===== src/rtl/ccip_rd_arbiter_if.sv =====
// Bundles the requester-side handshake, the CCI-P c0 request/response
// channel and the per-requester response strobes of the read arbiter.
// master: the arbiter itself; slave: the requesters plus CCI-P shell around it.
// Ports: req_valid/req_addr/req_ready (requests), c0tx_* (outgoing reads),
//        c0rx_* (returning lines), rsp_valid/rsp_data (steered responses).
interface ccip_rd_arbiter_if #(
  parameter int NUM_REQ = 4,
  parameter int ADDR_W  = 42
);
  logic [NUM_REQ-1:0]        req_valid;
  logic [NUM_REQ*ADDR_W-1:0] req_addr;
  logic [NUM_REQ-1:0]        req_ready;
  logic                      c0tx_almfull;
  logic                      c0tx_valid;
  logic [ADDR_W-1:0]         c0tx_addr;
  logic [15:0]               c0tx_mdata;
  logic                      c0rx_valid;
  logic [15:0]               c0rx_mdata;
  logic [511:0]              c0rx_data;
  logic [NUM_REQ-1:0]        rsp_valid;
  logic [511:0]              rsp_data;

  modport master (
    input  req_valid, req_addr, c0tx_almfull, c0rx_valid, c0rx_mdata, c0rx_data,
    output req_ready, c0tx_valid, c0tx_addr, c0tx_mdata, rsp_valid, rsp_data
  );

  modport slave (
    output req_valid, req_addr, c0tx_almfull, c0rx_valid, c0rx_mdata, c0rx_data,
    input  req_ready, c0tx_valid, c0tx_addr, c0tx_mdata, rsp_valid, rsp_data
  );
endinterface


===== src/rtl/ccip_rd_arbiter.sv =====
// Round-robin arbiter sharing the CCI-P c0 read path among NUM_REQ requesters; tags mdata with requester ID.
// Latency: request->c0tx 1 cycle, c0rx response->rsp strobe 1 cycle; one grant per cycle.
// Backpressure: grants stop on c0tx_almfull, MAX_OUT in flight, or enable=0; responses never stall.
// Ports: clk, rst_n (async active-low), enable (grant/drain control), bus (ccip_rd_arbiter_if.master),
//        outstanding (reads in flight), idle (FSM in IDLE), err_bad_tag (sticky bad tag / underflow).
module ccip_rd_arbiter #(
  parameter int NUM_REQ = 4,
  parameter int ADDR_W  = 42,
  parameter int MAX_OUT = 64,
  localparam int ID_W   = (NUM_REQ > 1) ? $clog2(NUM_REQ) : 1,
  localparam int CNT_W  = $clog2(MAX_OUT + 1)
) (
  input  logic                     clk,
  input  logic                     rst_n,
  input  logic                     enable,
  ccip_rd_arbiter_if.master        bus,
  output logic [CNT_W-1:0]         outstanding,
  output logic                     idle,
  output logic                     err_bad_tag
);

  typedef enum logic [1:0] {ST_IDLE, ST_RUN, ST_DRAIN} state_e;

  state_e              state_q, state_d;
  logic [ID_W-1:0]     rr_ptr_q, rr_ptr_d;
  logic                c0tx_valid_q, c0tx_valid_d;
  logic [ADDR_W-1:0]   c0tx_addr_q, c0tx_addr_d;
  logic [ID_W-1:0]     c0tx_id_q, c0tx_id_d;
  logic [CNT_W-1:0]    cnt_q, cnt_d;
  logic [NUM_REQ-1:0]  rsp_valid_q, rsp_valid_d;
  logic [511:0]        rsp_data_q, rsp_data_d;
  logic                err_q, err_d;

  logic                grant_ok;
  logic                found;
  logic [ID_W-1:0]     gnt_id;
  logic [ID_W:0]       arb_sum;
  logic [ID_W-1:0]     arb_idx;
  logic [NUM_REQ-1:0]  gnt_oh;
  logic                hs;
  logic [ID_W-1:0]     rx_id;
  logic                rx_bad;
  logic                underflow;

  // The registered request not yet counted in cnt_q still occupies a slot.
  assign grant_ok = (state_q == ST_RUN) && !bus.c0tx_almfull &&
                    (({1'b0, cnt_q} + {{CNT_W{1'b0}}, c0tx_valid_q}) < (CNT_W+1)'(MAX_OUT));

  // First valid requester at or after rr_ptr, wrapping modulo NUM_REQ.
  always_comb begin
    found   = 1'b0;
    gnt_id  = '0;
    arb_sum = '0;
    arb_idx = '0;
    for (int k = 0; k < NUM_REQ; k++) begin
      arb_sum = {1'b0, rr_ptr_q} + (ID_W+1)'(k);
      if (arb_sum >= (ID_W+1)'(NUM_REQ)) begin
        arb_sum = arb_sum - (ID_W+1)'(NUM_REQ);
      end
      arb_idx = arb_sum[ID_W-1:0];
      if (!found && bus.req_valid[arb_idx]) begin
        found  = 1'b1;
        gnt_id = arb_idx;
      end
    end
  end

  assign gnt_oh = (grant_ok && found) ? (NUM_REQ'(1) << gnt_id) : '0;
  assign hs     = |(bus.req_valid & gnt_oh);

  assign rx_id  = bus.c0rx_mdata[ID_W-1:0];
  assign rx_bad = (bus.c0rx_mdata[15:ID_W] != '0) || ({1'b0, rx_id} >= (ID_W+1)'(NUM_REQ));

  always_comb begin
    rr_ptr_d     = rr_ptr_q;
    c0tx_valid_d = hs;
    c0tx_addr_d  = c0tx_addr_q;
    c0tx_id_d    = c0tx_id_q;
    cnt_d        = cnt_q;
    underflow    = 1'b0;
    rsp_valid_d  = '0;
    rsp_data_d   = rsp_data_q;
    state_d      = state_q;

    if (hs) begin
      c0tx_addr_d = bus.req_addr[int'(gnt_id)*ADDR_W +: ADDR_W];
      c0tx_id_d   = gnt_id;
      rr_ptr_d    = (gnt_id == ID_W'(NUM_REQ-1)) ? '0 : gnt_id + ID_W'(1);
    end

    // Issue and return in the same cycle cancel out; a return with nothing
    // in flight is flagged instead of wrapping.
    if (c0tx_valid_q && !bus.c0rx_valid) begin
      cnt_d = cnt_q + CNT_W'(1);
    end else if (!c0tx_valid_q && bus.c0rx_valid) begin
      if (cnt_q == '0) begin
        underflow = 1'b1;
      end else begin
        cnt_d = cnt_q - CNT_W'(1);
      end
    end

    if (bus.c0rx_valid && !rx_bad) begin
      rsp_valid_d = NUM_REQ'(1) << rx_id;
      rsp_data_d  = bus.c0rx_data;
    end

    err_d = err_q | (bus.c0rx_valid & rx_bad) | underflow;

    // DRAIN looks at the next-cycle count so idle rises right after the
    // last response is absorbed rather than one cycle later.
    unique case (state_q)
      ST_IDLE:  if (enable) state_d = ST_RUN;
      ST_RUN:   if (!enable) state_d = ST_DRAIN;
      ST_DRAIN: begin
        if (enable) begin
          state_d = ST_RUN;
        end else if ((cnt_d == '0) && !c0tx_valid_d) begin
          state_d = ST_IDLE;
        end
      end
      default:  state_d = ST_IDLE;
    endcase
  end

  always_ff @(posedge clk or negedge rst_n) begin
    if (!rst_n) begin
      state_q      <= ST_IDLE;
      rr_ptr_q     <= '0;
      c0tx_valid_q <= 1'b0;
      c0tx_addr_q  <= '0;
      c0tx_id_q    <= '0;
      cnt_q        <= '0;
      rsp_valid_q  <= '0;
      rsp_data_q   <= '0;
      err_q        <= 1'b0;
    end else begin
      state_q      <= state_d;
      rr_ptr_q     <= rr_ptr_d;
      c0tx_valid_q <= c0tx_valid_d;
      c0tx_addr_q  <= c0tx_addr_d;
      c0tx_id_q    <= c0tx_id_d;
      cnt_q        <= cnt_d;
      rsp_valid_q  <= rsp_valid_d;
      rsp_data_q   <= rsp_data_d;
      err_q        <= err_d;
    end
  end

  assign bus.req_ready  = gnt_oh;
  assign bus.c0tx_valid = c0tx_valid_q;
  assign bus.c0tx_addr  = c0tx_addr_q;
  assign bus.c0tx_mdata = {{(16-ID_W){1'b0}}, c0tx_id_q};
  assign bus.rsp_valid  = rsp_valid_q;
  assign bus.rsp_data   = rsp_data_q;
  assign outstanding    = cnt_q;
  assign idle           = (state_q == ST_IDLE);
  assign err_bad_tag    = err_q;

endmodule


===== src/flat_wrapper.sv =====
// flat-port wrapper written by rule: the top's interface ports become plain ports
module ccip_rd_arbiter_flat 
#(
  parameter int NUM_REQ = 4,
  parameter int ADDR_W  = 42,
  parameter int MAX_OUT = 64,
  localparam int ID_W   = (NUM_REQ > 1) ? $clog2(NUM_REQ) : 1,
  localparam int CNT_W  = $clog2(MAX_OUT + 1)
)
  (clk, rst_n, enable, outstanding, idle, err_bad_tag, bus_req_valid, bus_req_addr, bus_c0tx_almfull, bus_c0rx_valid, bus_c0rx_mdata, bus_c0rx_data, bus_req_ready, bus_c0tx_valid, bus_c0tx_addr, bus_c0tx_mdata, bus_rsp_valid, bus_rsp_data);
  ccip_rd_arbiter_if #(.NUM_REQ(NUM_REQ), .ADDR_W(ADDR_W)) bus_i ();
  input  logic clk;
  input  logic rst_n;
  input  logic enable;
  output logic [CNT_W-1:0] outstanding;
  output logic idle;
  output logic err_bad_tag;
  input wire logic [$bits(bus_i.req_valid)-1:0] bus_req_valid;
  input wire logic [$bits(bus_i.req_addr)-1:0] bus_req_addr;
  input wire logic [$bits(bus_i.c0tx_almfull)-1:0] bus_c0tx_almfull;
  input wire logic [$bits(bus_i.c0rx_valid)-1:0] bus_c0rx_valid;
  input wire logic [$bits(bus_i.c0rx_mdata)-1:0] bus_c0rx_mdata;
  input wire logic [$bits(bus_i.c0rx_data)-1:0] bus_c0rx_data;
  output wire logic [$bits(bus_i.req_ready)-1:0] bus_req_ready;
  output wire logic [$bits(bus_i.c0tx_valid)-1:0] bus_c0tx_valid;
  output wire logic [$bits(bus_i.c0tx_addr)-1:0] bus_c0tx_addr;
  output wire logic [$bits(bus_i.c0tx_mdata)-1:0] bus_c0tx_mdata;
  output wire logic [$bits(bus_i.rsp_valid)-1:0] bus_rsp_valid;
  output wire logic [$bits(bus_i.rsp_data)-1:0] bus_rsp_data;
  assign bus_i.req_valid = bus_req_valid;
  assign bus_i.req_addr = bus_req_addr;
  assign bus_i.c0tx_almfull = bus_c0tx_almfull;
  assign bus_i.c0rx_valid = bus_c0rx_valid;
  assign bus_i.c0rx_mdata = bus_c0rx_mdata;
  assign bus_i.c0rx_data = bus_c0rx_data;
  assign bus_req_ready = bus_i.req_ready;
  assign bus_c0tx_valid = bus_i.c0tx_valid;
  assign bus_c0tx_addr = bus_i.c0tx_addr;
  assign bus_c0tx_mdata = bus_i.c0tx_mdata;
  assign bus_rsp_valid = bus_i.rsp_valid;
  assign bus_rsp_data = bus_i.rsp_data;
  ccip_rd_arbiter #(.NUM_REQ(NUM_REQ), .ADDR_W(ADDR_W), .MAX_OUT(MAX_OUT)) u_core (.clk(clk), .rst_n(rst_n), .enable(enable), .bus(bus_i), .outstanding(outstanding), .idle(idle), .err_bad_tag(err_bad_tag));
endmodule

===== config.mk =====
export PLATFORM = sky130hd
export DESIGN_NAME = ccip_rd_arbiter_flat
export DESIGN_NICKNAME = d
export VERILOG_FILES = /design/src/rtl/ccip_rd_arbiter_if.sv /design/src/rtl/ccip_rd_arbiter.sv /design/src/flat_wrapper.sv
export SDC_FILE = /design/constraint.sdc
export NUM_CORES = 1
export LEC_CHECK = 0
export CORE_AREA = 3 3 508 510
export CTS_CLUSTER_SIZE = 20
export DETAILED_ROUTE_END_ITERATION = 6
export DIE_AREA = 0 0 511 513
export MAX_ROUTING_LAYER = met4
export PLACE_DENSITY = 0.35
export SYNTH_ARGS = -nofsm -noshare
export SYNTH_HDL_FRONTEND = slang
export SYNTH_SLANG_ARGS = --single-unit

===== constraint.sdc =====
create_clock -name clk -period 5.2 [get_ports clk]
set_input_delay 0.52 -clock clk [delete_from_list [all_inputs] [get_ports clk]]
set_output_delay 0.52 -clock clk [all_outputs]
set_load 0.02 [all_outputs]

==> run_results.csv <==
group,metric,value,unit
pwr,p_total,13.8,mW
sta,final.min_clock_period,4280,ps
synthesis,ys_seq_area_frac,0.621,
pwr,max-vdd-ir-drop,0.000234,V
clock_tree,ctsResizeCount,0,
sta,clock_skew,9.75,ps
critical_path,cp-start-kind,"flip-flop",
cells_and_area,final_util,0.169,
sta,max_slew_margin,0.332,
route,wl,154,mm
critical_path,crit_arrival,3760,ps
synthesis,ys_ff_latch,573,
route,met2_length,68.7,mm
synthesis,synth_top_area_share,0.621,
clock_tree,cts_buffers,84,
clock_tree,hold_buffers,1,
die,rows,185,
clock_tree,clock_path_buffers,3,
sta,worst_pin_slew,988,ps
synthesis,synth_area,23100,sq um
die,die-area,262000,sq um
sta,rsz0062_at_grt,"false",
route,wl_met3,15.1,mm
clock_tree,htreeDepth,3,
route,wl_per_cell,21.3,um
global_route,grt_antenna_before_repair,58,
placed_design,io_buffers,1278,
cells_and_area,final_cell_mix,"1542 x nand2_1, 1277 x clkdlybuf4s50_1, 573 x dfrtp_1",
route,vias_per_cell,3.11,
route,vias,22541,
die,die_width,511,um
route,drc,0,
clock_tree,clock_latency,690,ps
synthesis,synth.avg_cell_area,9.10,sq um
route,met1_length,67.1,mm
critical_path,path_class,"flip-flop to output pin",
critical_path,crit_required,4680,ps
synthesis,synth_area_leaders,"dfrtp_1 62%, nand2_1 25%, mux2i_1 3.2%",
cells_and_area,layout.nets,4514,
route,route.top_layer_used,"met4",
synthesis,synthCells,2536,
synthesis,synth.distinct_cells,47,
run,drv_cap,0,
global_route,gr-total-overflow,0,
die,chipHeight,513,um
sta,fmax,234,MHz
sta,hold_violations,0,
cells_and_area,final_common_cell,"nand2_1",
global_route,grt_pass1_vias,23887,
clock_tree,clock_sinks,573,
synthesis,synth_largest_area_cell,"dfrtp_1",
clock_tree,cts.reportedPaths.clkPinSlew,60,ps
worst_hold_path,min_path_type,"input pin to flip-flop",
global_route,grt_pass1_wl,209,mm
placed_design,globalplace.congestion,0.901,
route,dr.pass1.iters,7,
clock_tree,post_cts_buffers,0,
die,core-area,254000,sq um
placed_design,hpwlAfterDp,123,mm
critical_path,crit_fanout,28,
sta,finalSetupTns,0,ps
die,io_pins,1293,
critical_path,path_cells,"and2b_1 -> nor2_1 -> o21ai_4 -> inv_2 -> ha_1 -> and2_1 -> clkdlybuf4s50_1",
clock_tree,root_buffer,"clkbuf_16",
pwr,pwr_density_cell,321,nW/um^2
sta,fin_crit_sh,0.822,
cells_and_area,area_growth,86.3,%
critical_path,max_stage_delay,720,ps
run_status,status,"finished, final reports clean",
cells_and_area,drive_above_1_share,0.0579,
critical_path,endpoint_kind,"output pin",
pwr,p_leak,19.7,nW
sta,slew_violations,0,
sta,setup_viol,0,
synthesis,ys_warn_count,0,
route,drtAntennaViolNets,0,
global_route,grt_max_degree,124,
die,start_util,0.0909,
critical_path,critPathSlowestCell,"o21ai_4",
global_route,track_usage,0.117,
clock_tree,tritoncts,"built",
route,drt_iter0_drc,1266,
-- path summary, 6_finish.rpt --
| check | start | endpoint | slack, ps | cells after the start |
|---|---|---|---|---|
| max in group asynchronous | rst_n | u_core.bus.rsp_data[263]$_DFFE_PN0P_ | 3460 | 3 |
| worst min-delay path | bus_c0rx_data[106] | u_core.bus.rsp_data[106]$_DFFE_PN0P_ | 330 | 3 |
| min in group asynchronous | rst_n | u_core.bus.rsp_data[46]$_DFFE_PN0P_ | 360 | 2 |
| worst min register to register | u_core.err_bad_tag$_DFF_PN0_ | u_core.err_bad_tag$_DFF_PN0_ | 470 | 1 |
| worst max-delay path | u_core.rr_ptr_q[0]$_DFFE_PN0P_ | bus_req_ready[3] | 920 | 7 |
| worst max register to register | u_core.rr_ptr_q[0]$_DFFE_PN0P_ | u_core.bus.c0tx_addr[31]$_DFFE_PN0P_ | 1560 | 9 |
-- final cells by class --
class / count / area, sq um
flip-flops and latches: 573 / 14300
well taps: 3366 / 4210
multi-input cells: 1818 / 8150
clock inverters: 26 / 465
fillers: 28327 / 211000
repair buffers: 1320 / 13300
clock buffers: 123 / 2480
inverters: 8 / 30.0
diodes: 15 / 37.5
-- cell families after synthesis --
family / share of synthesized area
AO/OA/AOI/OAI: 0.0244
XOR/XNOR: 0.000759
adder cells (fa/ha/maj): 0.00217
buffers and inverters: 0.0298
flip-flops: 0.621
multiplexers: 0.0579
other: 0.000162
AND/OR/NAND/NOR: 0.264
-- sequential cells by signal (all words and copies together) (netlist names) --
signal / count
u_core.bus.c0tx_addr: 42
u_core.bus.rsp_valid: 4
u_core.state_q: 2
u_core.c0tx_id_q: 2
u_core.bus.rsp_data: 512
u_core.outstanding: 7
u_core.rr_ptr_q: 2
u_core.err_bad_tag: 1
u_core.bus.c0tx_valid: 1
-- critical path, delay by kind of cell (launching register included) --
kind	cells	cell delay, ps
flip-flops	1	410
adder cells (fa/ha/maj)	1	360
buffers and inverters	2	1070
AO/OA/AOI/OAI	1	720
AND/OR/NAND/NOR	3	470
-- synth_stat cells, drive strengths merged --
cell and count:
nand2 1543, dfrtp 573, clkbuf 121, mux2i 74
mux2 44, o21ai 36, buf 29, a22oi 26
nor2 12, inv 8, a21oi 6, nor4 6
nand4 5, nor2b 5, ha 4, o211ai 4
and2 3, nand2b 3, nand3 3, or3 3
a21boi 2, and3 2, nand3b 2, nor3 2
nor4b 2, o21a 2, o31ai 2, xnor2 2
a211oi 1, a21o 1, a221o 1, and2b 1
conb 1, nor3b 1, o211a 1, o221ai 1
o22ai 1, o31a 1, o32ai 1, or4 1
-- power by group --
group,switching (mW),internal (mW)
Combinational,1.31,1.36
Sequential,0.221,4.68
Clock,2.44,3.81
Total,3.97,9.84
-- stage by stage --
stage / hold WS [ps] / instances / cell area [sq um] / setup WS [ps]
3_3_place_gp: 457 / 7084 / 40000 / 919
6_report: 334 / 7249 / 43000 / 924
4_1_cts: 203 / 7234 / 43000 / 762
2_1_floorplan: 224 / 2549 / 23100 / 2180
3_5_place_dp: 461 / 7084 / 40000 / 952
5_1_grt: 250 / 7249 / 43000 / 700
-- metal layers --
layer / up-vias / GRT usage
met4: 0 / 0.0259
met2: 1089 / 0.179
li1: 10440 / -
met1: 10808 / 0.142
met3: 204 / 0.0497
met5: - / -
Note: power is estimated with default switching activity, not from simulation.
